==> config.mk <==
export PLATFORM = sky130hd
export DESIGN_NAME = pipe_ctrl_unit
export DESIGN_NICKNAME = d
export VERILOG_FILES = /design/src/rtl/pipe_ctrl_unit.sv
export SDC_FILE = /design/constraint.sdc
export NUM_CORES = 1
export LEC_CHECK = 0
export BUFFER_PORTS_ARGS = -buffer_cell sky130_fd_sc_hd__buf_4
export CORE_ASPECT_RATIO = 1.4
export CORE_UTILIZATION = 56
export CTS_BUF_LIST = sky130_fd_sc_hd__clkbuf_16
export CTS_CLUSTER_DIAMETER = 60
export DETAILED_ROUTE_END_ITERATION = 6
export MAX_ROUTING_LAYER = met4
export PLACE_DENSITY_LB_ADDON = 0.2
export SYNTH_ARGS = -nofsm -noshare
export SYNTH_HDL_FRONTEND = slang
export SYNTH_SLANG_ARGS = --single-unit
==> constraint.sdc <==
create_clock -name clk -period 7.1 [get_ports clk]
set_input_delay 2.13 -clock clk [delete_from_list [all_inputs] [get_ports clk]]
set_output_delay 2.13 -clock clk [all_outputs]
set_load 0.01 [all_outputs]
==> src/rtl/pipe_ctrl_unit.sv <==
// Pipeline control for the five-stage MIPS core: ID decode, load-use stall,
// branch/jr redirect, EX forwarding selects and stage-aligned control bundles.
module pipe_ctrl_unit #(
   parameter int unsigned ALUOP_W = 5,
   parameter int unsigned RA_W    = 5,
   parameter bit          FWD_EN  = 1'b1
) (
   input  logic               clk,
   input  logic               rst_n,
   input  logic               id_valid,
   input  logic [5:0]         opcode,
   input  logic [5:0]         funcode,
   input  logic [RA_W-1:0]    id_rs,
   input  logic [RA_W-1:0]    id_rt,
   input  logic [RA_W-1:0]    id_rd,
   input  logic               branch_taken,
   output logic               pc_write,
   output logic               ifid_write,
   output logic               ifid_flush,
   output logic [1:0]         pc_src,
   output logic               illegal_instr,
   output logic               ex_valid,
   output logic [ALUOP_W-1:0] ex_alu_op,
   output logic               ex_alu_src,
   output logic [1:0]         ex_fwd_a,
   output logic [1:0]         ex_fwd_b,
   output logic               mem_mem_read,
   output logic               mem_mem_write,
   output logic               wb_reg_write,
   output logic               wb_mem_to_reg,
   output logic [RA_W-1:0]    wb_waddr
);

   localparam logic [5:0] OP_RTYPE  = 6'b000000;
   localparam logic [5:0] OP_REGIMM = 6'b000001;
   localparam logic [5:0] OP_BEQ    = 6'b000100;
   localparam logic [5:0] OP_BNE    = 6'b000101;
   localparam logic [5:0] OP_BGTZ   = 6'b000111;
   localparam logic [5:0] OP_ADDI   = 6'b001000;
   localparam logic [5:0] OP_ADDIU  = 6'b001001;
   localparam logic [5:0] OP_SLTI   = 6'b001010;
   localparam logic [5:0] OP_ANDI   = 6'b001100;
   localparam logic [5:0] OP_ORI    = 6'b001101;
   localparam logic [5:0] OP_LUI    = 6'b001111;
   localparam logic [5:0] OP_LW     = 6'b100011;
   localparam logic [5:0] OP_SW     = 6'b101011;

   localparam logic [5:0] F_SLL  = 6'b000000;
   localparam logic [5:0] F_SRL  = 6'b000010;
   localparam logic [5:0] F_SRA  = 6'b000011;
   localparam logic [5:0] F_JR   = 6'b001000;
   localparam logic [5:0] F_ADD  = 6'b100000;
   localparam logic [5:0] F_ADDU = 6'b100001;
   localparam logic [5:0] F_SUB  = 6'b100010;
   localparam logic [5:0] F_SUBU = 6'b100011;
   localparam logic [5:0] F_AND  = 6'b100100;
   localparam logic [5:0] F_OR   = 6'b100101;
   localparam logic [5:0] F_NOR  = 6'b100111;
   localparam logic [5:0] F_SLT  = 6'b101010;

   typedef enum logic [4:0] {
      ALU_ADD  = 5'b00000,
      ALU_SUB  = 5'b00001,
      ALU_AND  = 5'b00010,
      ALU_OR   = 5'b00011,
      ALU_NOR  = 5'b00100,
      ALU_SLL  = 5'b00101,
      ALU_SRL  = 5'b00110,
      ALU_SRA  = 5'b00111,
      ALU_SLT  = 5'b01000,
      ALU_LUI  = 5'b01001,
      ALU_BNE  = 5'b01010,
      ALU_BGTZ = 5'b01011,
      ALU_BGEZ = 5'b01100
   } alu_e;

   // Control bundle carried from ID into EX; a bubble is all zeros.
   typedef struct packed {
      logic               reg_write;
      logic               mem_to_reg;
      logic               mem_read;
      logic               mem_write;
      logic               alu_src;
      logic               is_branch;
      logic               is_jr;
      logic [ALUOP_W-1:0] alu_op;
   } ctrl_t;

   ctrl_t           w_dec;
   alu_e            w_alu;
   logic            w_known;
   logic            w_imm_arith;
   logic            w_reg_dst;
   logic            w_rt_src;
   logic [RA_W-1:0] w_dest;
   logic            w_load_use;
   logic            w_redir_br;
   logic            w_redir_jr;
   logic            w_id_bubble;

   logic            r_ex_valid;
   ctrl_t           r_ex;
   logic [RA_W-1:0] r_ex_dest;
   logic [RA_W-1:0] r_ex_rs;
   logic [RA_W-1:0] r_ex_rt;

   logic            r_mem_mem_read;
   logic            r_mem_mem_write;
   logic            r_mem_reg_write;
   logic            r_mem_mem_to_reg;
   logic [RA_W-1:0] r_mem_dest;

   logic            r_wb_reg_write;
   logic            r_wb_mem_to_reg;
   logic [RA_W-1:0] r_wb_waddr;

   // NOTE: every signal driven here gets a default first, so no path through
   // the case statements can leave one unassigned and infer a latch.
   always_comb begin
      w_dec       = '0;
      w_alu       = ALU_ADD;
      w_known     = 1'b0;
      w_imm_arith = 1'b0;
      w_reg_dst   = 1'b0;
      w_rt_src    = 1'b0;
      case (opcode)
         OP_RTYPE: begin
            w_known         = 1'b1;
            w_rt_src        = 1'b1;
            w_dec.reg_write = 1'b1;
            case (funcode)
               F_ADD, F_ADDU: w_alu = ALU_ADD;
               F_SUB, F_SUBU: w_alu = ALU_SUB;
               F_AND:         w_alu = ALU_AND;
               F_OR:          w_alu = ALU_OR;
               F_NOR:         w_alu = ALU_NOR;
               F_SLT:         w_alu = ALU_SLT;
               F_SLL:         w_alu = ALU_SLL;
               F_SRL:         w_alu = ALU_SRL;
               F_SRA:         w_alu = ALU_SRA;
               F_JR: begin
                  w_dec.reg_write = 1'b0;
                  w_dec.is_jr     = 1'b1;
               end
               default: begin
                  w_known         = 1'b0;
                  w_dec.reg_write = 1'b0;
               end
            endcase
         end
         OP_ADDI, OP_ADDIU: begin w_imm_arith = 1'b1; w_alu = ALU_ADD; end
         OP_ANDI:           begin w_imm_arith = 1'b1; w_alu = ALU_AND; end
         OP_ORI:            begin w_imm_arith = 1'b1; w_alu = ALU_OR;  end
         OP_SLTI:           begin w_imm_arith = 1'b1; w_alu = ALU_SLT; end
         OP_LUI:            begin w_imm_arith = 1'b1; w_alu = ALU_LUI; end
         OP_LW: begin
            w_known          = 1'b1;
            w_reg_dst        = 1'b1;
            w_dec.reg_write  = 1'b1;
            w_dec.mem_to_reg = 1'b1;
            w_dec.mem_read   = 1'b1;
            w_dec.alu_src    = 1'b1;
         end
         OP_SW: begin
            w_known         = 1'b1;
            w_rt_src        = 1'b1;
            w_dec.mem_write = 1'b1;
            w_dec.alu_src   = 1'b1;
         end
         OP_BEQ: begin
            w_known         = 1'b1;
            w_rt_src        = 1'b1;
            w_dec.is_branch = 1'b1;
            w_alu           = ALU_SUB;
         end
         OP_BNE: begin
            w_known         = 1'b1;
            w_rt_src        = 1'b1;
            w_dec.is_branch = 1'b1;
            w_alu           = ALU_BNE;
         end
         OP_BGTZ: begin
            w_known         = 1'b1;
            w_dec.is_branch = 1'b1;
            w_alu           = ALU_BGTZ;
         end
         OP_REGIMM: begin
            w_known         = 1'b1;
            w_dec.is_branch = 1'b1;
            w_alu           = ALU_BGEZ;
         end
         default: ;
      endcase
      if (w_imm_arith) begin
         w_known         = 1'b1;
         w_reg_dst       = 1'b1;
         w_dec.reg_write = 1'b1;
         w_dec.alu_src   = 1'b1;
      end
      w_dec.alu_op = ALUOP_W'(w_alu);
      w_dest       = w_reg_dst ? id_rt : id_rd;
      // Register 0 is hard-wired, so a write to it is dropped at decode.
      if (w_dest == '0) w_dec.reg_write = 1'b0;
   end

   assign illegal_instr = id_valid & ~w_known;

   always_comb begin
      w_load_use = r_ex_valid && r_ex.mem_read && id_valid && (r_ex_dest != '0) &&
                   ((r_ex_dest == id_rs) || (w_rt_src && (r_ex_dest == id_rt)));
      w_redir_br = r_ex_valid & r_ex.is_branch & branch_taken;
      w_redir_jr = r_ex_valid & r_ex.is_jr;
      w_id_bubble = w_redir_br | w_redir_jr | w_load_use | ~id_valid | ~w_known;

      pc_write   = 1'b1;
      ifid_write = 1'b1;
      ifid_flush = 1'b0;
      pc_src     = 2'b00;
      // A redirect squashes the ID instruction, so any stall it caused is moot.
      if (w_redir_br || w_redir_jr) begin
         ifid_flush = 1'b1;
         pc_src     = w_redir_br ? 2'b10 : 2'b01;
      end else if (w_load_use) begin
         pc_write   = 1'b0;
         ifid_write = 1'b0;
      end
   end

   // NOTE: state registers use non-blocking assignments so every stage samples
   // its predecessor's value from before the edge, independent of block order.
   always_ff @(posedge clk) begin
      if (!rst_n) begin
         r_ex_valid       <= 1'b0;
         r_ex             <= '0;
         r_ex_dest        <= '0;
         r_ex_rs          <= '0;
         r_ex_rt          <= '0;
         r_mem_mem_read   <= 1'b0;
         r_mem_mem_write  <= 1'b0;
         r_mem_reg_write  <= 1'b0;
         r_mem_mem_to_reg <= 1'b0;
         r_mem_dest       <= '0;
         r_wb_reg_write   <= 1'b0;
         r_wb_mem_to_reg  <= 1'b0;
         r_wb_waddr       <= '0;
      end else begin
         if (w_id_bubble) begin
            r_ex_valid <= 1'b0;
            r_ex       <= '0;
            r_ex_dest  <= '0;
            r_ex_rs    <= '0;
            r_ex_rt    <= '0;
         end else begin
            r_ex_valid <= 1'b1;
            r_ex       <= w_dec;
            r_ex_dest  <= w_dest;
            r_ex_rs    <= id_rs;
            r_ex_rt    <= id_rt;
         end
         r_mem_mem_read   <= r_ex.mem_read;
         r_mem_mem_write  <= r_ex.mem_write;
         r_mem_reg_write  <= r_ex.reg_write;
         r_mem_mem_to_reg <= r_ex.mem_to_reg;
         r_mem_dest       <= r_ex_dest;
         r_wb_reg_write   <= r_mem_reg_write;
         r_wb_mem_to_reg  <= r_mem_mem_to_reg;
         r_wb_waddr       <= r_mem_dest;
      end
   end

   // MEM is the younger producer, so its match takes priority over WB.
   always_comb begin
      ex_fwd_a = 2'b00;
      ex_fwd_b = 2'b00;
      if (FWD_EN && r_ex_valid) begin
         if (r_mem_reg_write && (r_mem_dest != '0) && (r_mem_dest == r_ex_rs))
            ex_fwd_a = 2'b10;
         else if (r_wb_reg_write && (r_wb_waddr != '0) && (r_wb_waddr == r_ex_rs))
            ex_fwd_a = 2'b01;
         if (r_mem_reg_write && (r_mem_dest != '0) && (r_mem_dest == r_ex_rt))
            ex_fwd_b = 2'b10;
         else if (r_wb_reg_write && (r_wb_waddr != '0) && (r_wb_waddr == r_ex_rt))
            ex_fwd_b = 2'b01;
      end
   end

   assign ex_valid      = r_ex_valid;
   assign ex_alu_op     = r_ex.alu_op;
   assign ex_alu_src    = r_ex.alu_src;
   assign mem_mem_read  = r_mem_mem_read;
   assign mem_mem_write = r_mem_mem_write;
   assign wb_reg_write  = r_wb_reg_write;
   assign wb_mem_to_reg = r_wb_mem_to_reg;
   assign wb_waddr      = r_wb_waddr;

endmodule

==> impl_results.md <==
- Diode count: 0
- Fillers: 290
- FF/Latch Area: 821 um2
- #FFs+latches synth: 41
- CTS tree: yes
- Most common cell after layout, fill and taps aside: buf_4
- Comb pwr share: 11.2%
- Max Transition Viols Final: 0
- Worst hold-check path type: reg2reg
- Avg Inst Size Synth: 8.60 um2
- Routed wire per std cell: ~15 um
- Share of cells above drive strength 1: 24.0%
- Layout area overhead: 24.6%
- Synth warn: 0
- Sw frac: 21.9%
- Critical Path, Cell by Cell: buf_4, nor2_1, a32o_1, nand4_1, a21o_1, buf_4
- GPL Wtd Cong: 0.935
- Register area share after synthesis: 37.7%
- Maximum number of pins on one net before global-route repair: 22
- FMAX: approximately 0.18 GHz
- Mapped Area: 2170 um2
- Hold slack: 0.435 ns
- Worst setup margin: ~1.5 ns
- Crit-path most repeated cell: buf_4
- Least-Margin Pin Slew: 0.954 ns
- Synth cell types: 52
- Grt ovf: 0
- Final Hold Fails: 0
- Synth Flop Type: dfxtp_1
- H-tree depth: 2
- Mapped Nets: 284
- Crit path max-delay cell type: nor2_1
- Clk slew on worst S/H paths: ~0.060 ns
- Setup Buffers After CTS: 0
- Number of global-route vias before repair: around 1,800
- Reg power frac: roughly 43%
- Placement Setup Slack: 1.56 ns
- Area taken by multi-input logic gates: about 1200 um2
- Global-route wire length before repair: 8150 um
- Startpoint Class: input port
- Worst ir drop on vdd: 0.211 mV
- CTS root buffer: clkbuf_16
- Final Cell Area: 2710 um2
- RSZ-0062 raised after global routing: false
- Critical path class: in2out
- Total wire length: 5230 um
- Tot GR Track Use: 29.1%
- Final Cycle Share: 78.3%
- Mapped Cells: 253
- Core Rows: 26
- Post-synth EDFFs: 0
- Crit path DAT: roughly 3.4 ns
- Worst rel slew slack: 36.2%
- Die area: 4140 um2
- P_leak: 1.30 nW
- Die X: approximately 55 um
- Max incr delay on CP: 0.32 ns
- Tot Pwr: 0.543 mW
- Worst-path maximum fanout: 9
- Core area: ~3700 um2
- Post-CTS Hold Buffers: 0
- Util after Layout: 73.7%
- Vias: about 2,000
- Period minus WS final: 5.56 ns
- Critical Path RT: 4.97 ns
- Post-cts resize count: 0
- Via density: 5.75
- Initial antenna violation count: 0
- Max clock buf depth: 2
- HPWL Detailed: 3900 um
- Clock Power Share: between 40% and 50%
- Initial Utilization: 59.2%
- DP Area: 2540 um2
- Final Non-Filler Cells: 342
- Worst skew pair latency: 0.28 ns
- Internal power: 0.424 mW
- Final setup viols: 0
- Inserted Clock Buffers: 5
- Post-layout nets: 330
- Net switching power: 0.119 mW
- CTS sink count: 41
- Drt drc: 0
- Setup Skew: about 0.0033 ns
- Most frequent cells in the layout: buf_4, dfxtp_1, nor2_1
- Status: finished, final reports clean
- PwrDens: roughly 200 nW/um2
- Initial DRC Count: 70
- Dpl cells: 334
- Crit path buffers/inverters: 2
- CP top delay family: simple AND/OR/NAND/NOR gates
- TNS Setup: 0 ns
- Async SR Flop Fraction: 0%
- Die Y: 75.7 um
- Antenna-violating nets left: 0
- DR pass1 iterations: 4
- Port buffer count: 55
- I/O pin count: 57
- Total of max-cap violations: 0
- Crit end category: primary output
[logic make-up after synthesis]
group | Yosys count | synth area share [%]
mux | 6 | 2.76
flops | 41 | 37.7
simple gates | 97 | 24.9
other cells | 1 | 0.172
compound gates | 44 | 14.3
buf+inv | 32 | 7.19
xor+xnor | 32 | 12.9
[cell usage after synthesis, types with 2 or more instances]
cell type | instances | area, um2
clkbuf_1 | 4 | 15.0
nor3b_1 | 2 | 15.0
buf_2 | 4 | 20.0
xnor2_1 | 8 | 70.1
inv_1 | 15 | 56.3
o211ai_1 | 2 | 15.0
buf_4 | 6 | 45.0
o21ai_0 | 8 | 40.0
nand2_1 | 7 | 26.3
xor2_1 | 24 | 210
a31oi_1 | 2 | 12.5
a21o_1 | 4 | 30.0
a2bb2oi_1 | 2 | 17.5
and2_1 | 17 | 106
a32oi_1 | 2 | 17.5
nand3b_1 | 2 | 15.0
a21oi_1 | 13 | 65.1
nor2_1 | 28 | 105
nand3_1 | 6 | 30.0
dfxtp_1 | 41 | 821
nand2b_1 | 3 | 18.8
nor3_1 | 10 | 50.1
or4_1 | 4 | 30.0
mux2i_1 | 6 | 60.1
nor4_1 | 6 | 37.5
[power by group through the flow]
stage	Combinational [mW]	Sequential (mW)	Clock [mW]
2_1_floorplan	0.0344	0.239	0
3_3_place_gp	0.0585	0.239	0
3_5_place_dp	0.0591	0.240	0
4_1_cts	0.0600	0.235	0.252
5_1_grt	0.0664	0.235	0.260
6_report	0.0606	0.235	0.248
[per-layer routing]
metal	track usage [%]	part of all wire, %
met1	27.5	35
met2	51.8	57
met3	6.79	4.2
met4	16.5	3.7
met5	-	0
[worst paths after layout]
| check | from | end | slack (ns) | cells after the start |
|---|---|---|---|---|
| max | opcode[3] | ifid_write | 1.54 | 6 |
| min | r_ex[11] | r_mem_reg_write | 0.43 | 1 |
| max reg2reg | r_ex_dest[0] | r_ex[6] | 4.94 | 5 |
| min reg2reg | r_ex[11] | r_mem_reg_write | 0.43 | 1 |
[area by class of cell]
cell class,instances,area share (%)
multi-input combinational,180,44.2
sequential,41,30.3
timing repair buffer,55,15.2
clock buffer,5,4.62
inverter,16,2.22
tap,42,1.94
clock inverter,3,1.52
No activity file was read; power rests on OpenSTA's default activity.
